`src/rtl/vending_pkg.sv`:
```
// Shared definitions for the vending machine: coin values, the one-hot
// eject encoding and the dispenser state encoding.
package vending_pkg;

  localparam int AMT_W = 5;
  localparam int INV_W = 6;

  localparam logic [AMT_W-1:0] COIN_VAL_1  = 5'd1;
  localparam logic [AMT_W-1:0] COIN_VAL_5  = 5'd5;
  localparam logic [AMT_W-1:0] COIN_VAL_10 = 5'd10;

  typedef enum logic [2:0] {
    COIN_NONE = 3'b000,
    COIN_1    = 3'b001,
    COIN_5    = 3'b010,
    COIN_10   = 3'b100
  } coin_e;

  typedef enum logic [2:0] {
    ST_IDLE,
    ST_SELECT,
    ST_EJECT,
    ST_WAIT_REL,
    ST_DONE
  } state_e;

  function automatic logic [AMT_W-1:0] coin_value(input coin_e c);
    case (c)
      COIN_1:  return COIN_VAL_1;
      COIN_5:  return COIN_VAL_5;
      COIN_10: return COIN_VAL_10;
      default: return '0;
    endcase
  endfunction

endpackage

```
`src/rtl/change_dispenser_if.sv`:
```
// Handshake bundle between the upstream vending FSM (master) and the
// change dispenser (slave), including the eject mechanism and refill.
interface change_dispenser_if;
  import vending_pkg::*;

  logic             i_start;
  logic [AMT_W-1:0] i_amount;
  logic             i_ack;
  logic             i_refill;
  logic [INV_W-1:0] i_refill_cnt;

  logic [2:0]       o_coin;
  logic             o_busy;
  logic             o_done;
  logic             o_short;
  logic             o_fault;
  logic [AMT_W-1:0] o_remain;
  logic [INV_W-1:0] o_inv_1;
  logic [INV_W-1:0] o_inv_5;
  logic [INV_W-1:0] o_inv_10;

  modport master (
    output i_start, i_amount, i_ack, i_refill, i_refill_cnt,
    input  o_coin, o_busy, o_done, o_short, o_fault, o_remain,
           o_inv_1, o_inv_5, o_inv_10
  );

  modport slave (
    input  i_start, i_amount, i_ack, i_refill, i_refill_cnt,
    output o_coin, o_busy, o_done, o_short, o_fault, o_remain,
           o_inv_1, o_inv_5, o_inv_10
  );

endinterface

```
`src/rtl/coin_counter.sv`:
```
// Inventory of one coin denomination: loadable, decrements by one per
// ejected coin and never wraps below zero.
module coin_counter
  import vending_pkg::*;
#(
  parameter int INIT = 20
) (
  input  logic             clk,
  input  logic             reset,
  input  logic             load,
  input  logic [INV_W-1:0] load_val,
  input  logic             dec,
  output logic [INV_W-1:0] count,
  output logic             nonzero
);

  // Reset restores the initial stock; a load wins over a decrement.
  always_ff @(posedge clk) begin
    if (reset) begin
      count <= INV_W'(INIT);
    end else if (load) begin
      count <= load_val;
    end else if (dec && (count != '0)) begin
      count <= count - 1'b1;
    end
  end

  assign nonzero = (count != '0);

endmodule

```
`src/rtl/change_dispenser.sv`:
```
// Change dispenser: pays an amount greedily in 1 yuan, 5 jiao and 1 jiao
// coins, one eject/ack handshake per coin, with shortage and ack-timeout
// reporting.
module change_dispenser
  import vending_pkg::*;
#(
  parameter int INIT_INV    = 20,
  parameter int ACK_TIMEOUT = 200
) (
  input logic               clk,
  input logic               reset,
  change_dispenser_if.slave bus
);

  localparam int CNT_W = $clog2(ACK_TIMEOUT + 1);
  localparam logic [CNT_W-1:0] TIMEOUT_LAST = CNT_W'(ACK_TIMEOUT - 1);

  state_e           state;
  coin_e            coin_q;
  coin_e            sel_q;
  coin_e            pick;
  logic             done_q;
  logic             short_q;
  logic             fault_q;
  logic [AMT_W-1:0] remain_q;
  logic [CNT_W-1:0] wait_cnt;

  logic             refill_take;
  logic             ack_take;
  logic [INV_W-1:0] inv_1;
  logic [INV_W-1:0] inv_5;
  logic [INV_W-1:0] inv_10;
  logic             nz_1;
  logic             nz_5;
  logic             nz_10;

  assign refill_take = (state == ST_IDLE) && bus.i_refill;
  assign ack_take    = (state == ST_EJECT) && bus.i_ack;

  coin_counter #(.INIT(INIT_INV)) u_inv_1 (
    .clk      (clk),
    .reset    (reset),
    .load     (refill_take),
    .load_val (bus.i_refill_cnt),
    .dec      (ack_take && (sel_q == COIN_1)),
    .count    (inv_1),
    .nonzero  (nz_1)
  );

  coin_counter #(.INIT(INIT_INV)) u_inv_5 (
    .clk      (clk),
    .reset    (reset),
    .load     (refill_take),
    .load_val (bus.i_refill_cnt),
    .dec      (ack_take && (sel_q == COIN_5)),
    .count    (inv_5),
    .nonzero  (nz_5)
  );

  coin_counter #(.INIT(INIT_INV)) u_inv_10 (
    .clk      (clk),
    .reset    (reset),
    .load     (refill_take),
    .load_val (bus.i_refill_cnt),
    .dec      (ack_take && (sel_q == COIN_10)),
    .count    (inv_10),
    .nonzero  (nz_10)
  );

  // Largest coin that still fits the amount owed and is in stock.
  always_comb begin
    pick = COIN_NONE;
    if ((remain_q >= COIN_VAL_10) && nz_10) begin
      pick = COIN_10;
    end else if ((remain_q >= COIN_VAL_5) && nz_5) begin
      pick = COIN_5;
    end else if ((remain_q >= COIN_VAL_1) && nz_1) begin
      pick = COIN_1;
    end
  end

  // Payout sequencer; every output flag is a registered state decode.
  always_ff @(posedge clk) begin
    if (reset) begin
      state    <= ST_IDLE;
      coin_q   <= COIN_NONE;
      sel_q    <= COIN_NONE;
      done_q   <= 1'b0;
      short_q  <= 1'b0;
      fault_q  <= 1'b0;
      remain_q <= '0;
      wait_cnt <= '0;
    end else begin
      case (state)
        ST_IDLE: begin
          if (bus.i_start) begin
            remain_q <= bus.i_amount;
            short_q  <= 1'b0;
            fault_q  <= 1'b0;
            state    <= ST_SELECT;
          end
        end
        ST_SELECT: begin
          wait_cnt <= '0;
          if (remain_q == '0) begin
            done_q <= 1'b1;
            state  <= ST_DONE;
          end else if (pick == COIN_NONE) begin
            short_q <= 1'b1;
            done_q  <= 1'b1;
            state   <= ST_DONE;
          end else begin
            sel_q  <= pick;
            coin_q <= pick;
            state  <= ST_EJECT;
          end
        end
        ST_EJECT: begin
          if (bus.i_ack) begin
            remain_q <= remain_q - coin_value(sel_q);
            coin_q   <= COIN_NONE;
            wait_cnt <= '0;
            state    <= ST_WAIT_REL;
          end else if (wait_cnt == TIMEOUT_LAST) begin
            fault_q  <= 1'b1;
            coin_q   <= COIN_NONE;
            wait_cnt <= '0;
            done_q   <= 1'b1;
            state    <= ST_DONE;
          end else begin
            wait_cnt <= wait_cnt + 1'b1;
          end
        end
        ST_WAIT_REL: begin
          if (!bus.i_ack) begin
            state <= ST_SELECT;
          end
        end
        ST_DONE: begin
          done_q <= 1'b0;
          state  <= ST_IDLE;
        end
        default: begin
          state <= ST_IDLE;
        end
      endcase
    end
  end

  assign bus.o_coin   = coin_q;
  assign bus.o_busy   = (state != ST_IDLE);
  assign bus.o_done   = done_q;
  assign bus.o_short  = short_q;
  assign bus.o_fault  = fault_q;
  assign bus.o_remain = remain_q;
  assign bus.o_inv_1  = inv_1;
  assign bus.o_inv_5  = inv_5;
  assign bus.o_inv_10 = inv_10;

endmodule
```
`src/flat_wrapper.sv`:
```
// flat-port wrapper written by rule: the top's interface ports become plain ports
module change_dispenser_flat import vending_pkg::*;
#(
  parameter int INIT_INV    = 20,
  parameter int ACK_TIMEOUT = 200
)
  (clk, reset, bus_i_start, bus_i_amount, bus_i_ack, bus_i_refill, bus_i_refill_cnt, bus_o_coin, bus_o_busy, bus_o_done, bus_o_short, bus_o_fault, bus_o_remain, bus_o_inv_1, bus_o_inv_5, bus_o_inv_10);
  change_dispenser_if bus_i ();
  input logic clk;
  input logic reset;
  input wire logic [$bits(bus_i.i_start)-1:0] bus_i_start;
  input wire logic [$bits(bus_i.i_amount)-1:0] bus_i_amount;
  input wire logic [$bits(bus_i.i_ack)-1:0] bus_i_ack;
  input wire logic [$bits(bus_i.i_refill)-1:0] bus_i_refill;
  input wire logic [$bits(bus_i.i_refill_cnt)-1:0] bus_i_refill_cnt;
  output wire logic [$bits(bus_i.o_coin)-1:0] bus_o_coin;
  output wire logic [$bits(bus_i.o_busy)-1:0] bus_o_busy;
  output wire logic [$bits(bus_i.o_done)-1:0] bus_o_done;
  output wire logic [$bits(bus_i.o_short)-1:0] bus_o_short;
  output wire logic [$bits(bus_i.o_fault)-1:0] bus_o_fault;
  output wire logic [$bits(bus_i.o_remain)-1:0] bus_o_remain;
  output wire logic [$bits(bus_i.o_inv_1)-1:0] bus_o_inv_1;
  output wire logic [$bits(bus_i.o_inv_5)-1:0] bus_o_inv_5;
  output wire logic [$bits(bus_i.o_inv_10)-1:0] bus_o_inv_10;
  assign bus_i.i_start = bus_i_start;
  assign bus_i.i_amount = bus_i_amount;
  assign bus_i.i_ack = bus_i_ack;
  assign bus_i.i_refill = bus_i_refill;
  assign bus_i.i_refill_cnt = bus_i_refill_cnt;
  assign bus_o_coin = bus_i.o_coin;
  assign bus_o_busy = bus_i.o_busy;
  assign bus_o_done = bus_i.o_done;
  assign bus_o_short = bus_i.o_short;
  assign bus_o_fault = bus_i.o_fault;
  assign bus_o_remain = bus_i.o_remain;
  assign bus_o_inv_1 = bus_i.o_inv_1;
  assign bus_o_inv_5 = bus_i.o_inv_5;
  assign bus_o_inv_10 = bus_i.o_inv_10;
  change_dispenser #(.INIT_INV(INIT_INV), .ACK_TIMEOUT(ACK_TIMEOUT)) u_core (.clk(clk), .reset(reset), .bus(bus_i));
endmodule
```
`config.mk`:
```
export PLATFORM = sky130hd
export DESIGN_NAME = change_dispenser_flat
export DESIGN_NICKNAME = d
export VERILOG_FILES = /design/src/rtl/vending_pkg.sv /design/src/rtl/change_dispenser_if.sv /design/src/rtl/coin_counter.sv /design/src/rtl/change_dispenser.sv /design/src/flat_wrapper.sv
export SDC_FILE = /design/constraint.sdc
export NUM_CORES = 1
export LEC_CHECK = 0
export ABC_AREA = 1
export CORE_AREA = 2 2 90 92
export DETAILED_ROUTE_END_ITERATION = 16
export DIE_AREA = 0 0 92 94
export HOLD_SLACK_MARGIN = 0.05
export PLACE_DENSITY = 0.64
export SETUP_SLACK_MARGIN = 0.4
export SLEW_MARGIN = 10
export SYNTH_ARGS = -nofsm -noshare
export SYNTH_HDL_FRONTEND = slang
export SYNTH_SLANG_ARGS = --single-unit
```
`constraint.sdc`:
```
create_clock -name clk -period 3 [get_ports clk]
set_clock_uncertainty 0.2 [all_clocks]
set_input_delay 0.75 -clock clk [delete_from_list [all_inputs] [get_ports clk]]
set_output_delay 0.75 -clock clk [all_outputs]
set_load 0.005 [all_outputs]
```
# Word level (Yosys, flattened, before mapping)
# Cells that the tools add are included.
dict set report totals {
  mem_bits_rw 0
  out_inout_bits 30
  mem_count 0
  latch_bits 0
  word_cells 111
  mem_bits_ro 0
  inputBits 16
  register_bits 43
}
dict set report op_classes {
  eq_ne 18
  shifts 0
  n_mul 0
  add_sub_neg 5
  div_mod_pow 0
  bitwise 2
  reduce_logical 32
  mux 40
  order_cmp 3
}
# operator count
set ops {}
lappend ops {{$mux W3} 12}
lappend ops {{$mux W6} 6}
lappend ops {{$mux W5} 5}
lappend ops {{$reduce_bool A6 Y1} 3}
lappend ops {{$sub A6 B1 Y6 const B} 3}
lappend ops {{$mux W8} 2}
lappend ops {{$pmux W8 S2} 1}
lappend ops {{$reduce_and A4 Y1} 4}
lappend ops {{$ne A2 B2 Y1 const B} 7}
lappend ops {{$pmux W3 S4} 1}
lappend ops {{$pmux W4 S3} 1}
lappend ops {{$reduce_bool A2 Y1} 6}
lappend ops {{$logic_and A1 B1 Y1} 11}
lappend ops {{$pmux W5 S2} 1}
lappend ops {{$eq A3 B2 Y1 const B} 3}
lappend ops {{$reduce_and A3 Y1} 3}
lappend ops {{$add A8 B1 Y8 const B} 1}
lappend ops {{$eq A8 B8 Y1 const B} 1}
lappend ops {{$mux W1} 7}
lappend ops {{$eq A3 B1 Y1 const B} 2}
lappend ops {{$eq A3 B3 Y1 const B} 2}
lappend ops {{$logic_not A3 Y1} 2}
lappend ops {{$pmux W3 S2} 1}
lappend ops {{$reduce_bool A3 Y1} 2}
lappend ops {{11 further kinds} 13}

# Logic depth before layout (Yosys ltp)
dict set report logic_depth {
  ltp_word 9
  mapped_depth 12
  ltp_nobuf 12
}

# Modules after synthesis
# A second synthesis with hierarchy kept.
dict set report hier_totals {
  cells_unflattened 392
  hier_area_um2 2676.3
}
# mod n_inst cells_per_inst area_per_inst_um2 seq_area_each_um2
set modules_own_cells {}
lappend modules_own_cells {change_dispenser 1 209 1456.4 500.5}
lappend modules_own_cells {coin_counter 3 61 406.6 120.1}

# Worst setup path after synthesis
# OpenSTA, ideal clock, no wires.
dict set report synth_timing {
  kind {reg2reg}
  startpoint {reg u_core.sel_q[0]}
  endpoint {reg u_core.remain_q[4] (netlist: u_core.bus.o_remain[4])}
  stages_incl_launch_ff 13
  synth_period_minus_slack_ns 1.931
  n_path_buf 0
  t_arrival_ns 1.598
  t_required_ns 2.668
  path_slack_ns 1.069
  path_cell_list {dfxtp_1 inv_1 nand3_1 nand2_1 ha_1 inv_1 fa_1 nand3_1 nand2_1 nand2_1 nand3_1 o211ai_1 a21oi_1}
}
dict set report synth_via {
  elab_chain_len 8
  elab_cells_between_ends 10
  cone_classes {add/sub: 1; eq/ne: 3; mux: 6}
}
# element line_no
set synth_rtl {}
lappend synth_rtl {{start: declaration} change_dispenser.sv:20} ;# coin_e sel_q;
lappend synth_rtl {{start signal: assignment} change_dispenser.sv:113} ;# sel_q <= pick;
lappend synth_rtl {{$eq A3 B3 Y1 (tied with other cells)} vending_pkg.sv:28} ;# case (c)
lappend synth_rtl {{$pmux W4 S3 *} vending_pkg.sv:28}
lappend synth_rtl {{$mux W5 *} change_dispenser.sv:119} ;# if (bus.i_ack) begin
lappend synth_rtl {{$mux W5 *} change_dispenser.sv:94} ;# case (state)
lappend synth_rtl {{$mux W5 *} change_dispenser.sv:84} ;# if (reset) begin
lappend synth_rtl {{$sub A5 B5 Y5 *} change_dispenser.sv:120} ;# remain_q <= remain_q - coin_value(sel_q);
lappend synth_rtl {{$mux W5 *} change_dispenser.sv:119}
lappend synth_rtl {{$pmux W5 S2 *} change_dispenser.sv:94}
lappend synth_rtl {{end signal: assignment} change_dispenser.sv:97} ;# remain_q <= bus.i_amount;
lappend synth_rtl {{end signal: assignment} change_dispenser.sv:120}
lappend synth_rtl {{end: declaration} change_dispenser.sv:25} ;# logic [AMT_W-1:0] remain_q;
# Mark *: on every way between the ends. The rest lies on a longest branch, timed or not. The select of a mux whose other input is x is not followed.
# A chain may end at the register's enable or synchronous reset.

# Final worst setup path
dict set report layout_timing {
  startpoint {reg u_core.state[1]}
  endpoint {out bus_o_busy}
}
dict set report layout_via {
  elab_chain_len 1
}
# element line_no
set layout_rtl {}
lappend layout_rtl {{start: declaration} change_dispenser.sv:18} ;# state_e state;
lappend layout_rtl {{start signal: assignment} change_dispenser.sv:85} ;# state <= ST_IDLE;
lappend layout_rtl {{start signal: assignment} change_dispenser.sv:100} ;# state <= ST_SELECT;
lappend layout_rtl {{start signal: assignment} change_dispenser.sv:107} ;# state <= ST_DONE;
lappend layout_rtl {{$reduce_bool A3 Y1} change_dispenser.sv:151} ;# assign bus.o_busy = (state != ST_IDLE);
lappend layout_rtl {{end: declaration} flat_wrapper.sv:17} ;# output wire logic [$bits(bus_i.o_busy)-1:0] bus_o_busy;
# Every way passes these cells.

==> run summary <==
status: completed
Area Overhead vs Synth: 24.2%
core area: 0.00761 mm2
CTS buffer count: 5
root buf cell: clkbuf_8
Row Count: 32
Max Slew Vio Count: 0
hold crit path type: flop to flop
Slew headroom: 0.743
critical path fanouts, max: 7
Mapped Cells: 380
via/cell ratio: 4.96
antenna viol nets, final: 0
Hold Fails Final Rpt: 0
DRT Pass-1 Iters: 4
Max Fclk: 0.417 GHz
residual DRC count: 0
Net Count, Synth: 405
DR iter-0 viols: 106
most common flop cell mapped by yosys: dfxtp_1
commonest non-fill, non-tap cell in the layout: nand2_1
critical path class: flop to output port
layout cells sized above 1: 0.0953
FF+latch count, synth: 43
total global routing overflow: 0
post-detail-place hpwl: 4970 um
hold_buf cts: 0
clk slew on worst S/H paths: 80 ps
gpl congestion: 0.844
Post-synth EDFFs: 0
Worst Tran Pin Value: 385 ps
setup TNS: 0 ps
sequential fraction of the synthesis area: 0.329
I/O pins: 46
TritonCTS clock tree: yes
initial antenna violation count: 0
Final Cycle Share: 0.800
maximum vdd drop: 0.403 mV
die width: 92 um
# setup viols final: 0
WL final: 6540 um
Power per Cell Area: 979 mW/mm2
worst skew pair latency: 290 ps
Buffers on Ports: 45
# diodes: 0
LEAKAGE: 1.34 nW
min cycle time layout: 2400 ps
DR vias: 2,639
Critical Path Start Type: flop
post-cts sizing count: 0
WL/cell: 12.3 um
H-tree depth: 2
Synth async-reset ratio: 0
Mapped Area: 0.00262 mm2
# Max-Cap Violations: 0
global-route usage over all layers: 0.157
Initial Util: 0.344
setup bufs post-CTS: 0
Die Y: 94 um
die footprint: 0.00865 mm2
global-route wire length before repair: 11,200 um
yosys warns: 0
RSZ-0062 raised after global routing: no
most frequent cells in the layout: 63 x nand2_1, 45 x clkdlybuf4s50_1, 44 x inv_1, 44 x nand3_1, 43 x dfxtp_1
vias in the first global route: 2,455
post-synth cell types: 36
endpoint type of the worst setup path: output port
Syn Area/Cell: 6.88 um2
CTS Sinks: 43
Final Core Density: 0.427
crit path DAT: 1450 ps
largest net degree at the start of global routing: 21
Critical Path RT: 2050 ps
Layout Nets: 454
Max clock buf depth: 2
## where the power goes
part	internal, mW	switching, mW	total, mW
clock	0.160	0.206	0.365
combinational	0.807	1.04	1.85
sequential	0.761	0.203	0.964
total	1.73	1.45	3.18
## worst paths after layout
kind | startpoint | slack (ps) | depth (start not counted) | to
max | u_core.state[1] | 600 | 3 | bus_o_busy
max reg2reg | u_core.sel_q[0] | 910 | 12 | u_core.bus.o_remain[4]
min | u_core.bus.o_fault | 250 | 2 | u_core.bus.o_fault
min reg2reg | u_core.bus.o_fault | 250 | 2 | u_core.bus.o_fault
## stage by stage
step | hold WS [ps] | instances | power [mW] | setup slack [ps] | area, um2
after CTS | 257 | 532 | 3.21 | 582 | 3250
after detailed placement | 242 | 524 | 2.83 | 577 | 3160
after floorplan | 243 | 380 | 2.21 | 1070 | 2620
after global placement | 241 | 524 | 2.81 | 575 | 3160
after global routing | 293 | 532 | 3.51 | 499 | 3250
final | 251 | 532 | 3.18 | 601 | 3250
## registers in the layout, indices dropped and copies added (netlist names)
| name | cells |
|---|---|
| u_core.wait_cnt | 8 |
| u_core.bus.o_coin | 3 |
| u_core.u_inv_1.count | 6 |
| u_core.sel_q | 3 |
| u_core.bus.o_fault | 1 |
| u_core.bus.o_remain | 5 |
| u_core.u_inv_10.count | 6 |
| u_core.bus.o_done | 1 |
| u_core.bus.o_short | 1 |
| u_core.state | 3 |
| u_core.u_inv_5.count | 6 |
## routing by layer
layer	share of wire	global-route usage
met4	0.0070	0.0448
met2	0.46	0.262
met5	0	0
met1	0.47	0.203
met3	0.059	0.0369
## kinds of logic after synthesis
| kind of cell | Yosys count | synth area share |
|---|---|---|
| buf+inv | 57 | 0.0943 |
| flops | 43 | 0.329 |
| simple gates | 186 | 0.348 |
| xor+xnor | 2 | 0.00670 |
| compound gates | 83 | 0.176 |
| fa+ha+maj | 9 | 0.0459 |
## worst max-delay path, stage by stage, from the launching register on
cell,delay (ps)
dfxtp_1,470
inv_2,70
nand2_2,110
clkdlybuf4s50_1,510
## cell usage after synthesis (all sizes together), types with 3 or more instances
cell / number / share of area
inv: 49 / 0.070
o211ai: 4 / 0.011
buf: 6 / 0.021
nor3: 5 / 0.0096
a21oi: 35 / 0.067
nand2: 76 / 0.13
ha: 8 / 0.038
nor2: 47 / 0.088
o21bai: 3 / 0.0086
o21ai: 33 / 0.067
dfxtp: 43 / 0.33
nand3: 45 / 0.088
nand4: 10 / 0.024
## cell type report
type	instances	area [um2]
fill	817	4360
timing repair buffer	49	480
multi-input combinational	280	1510
clock inverter	3	15.0
tap	102	128
inverter	50	188
sequential	43	861
clock buffer	5	68.8
Note: power is estimated with default switching activity, not from simulation.
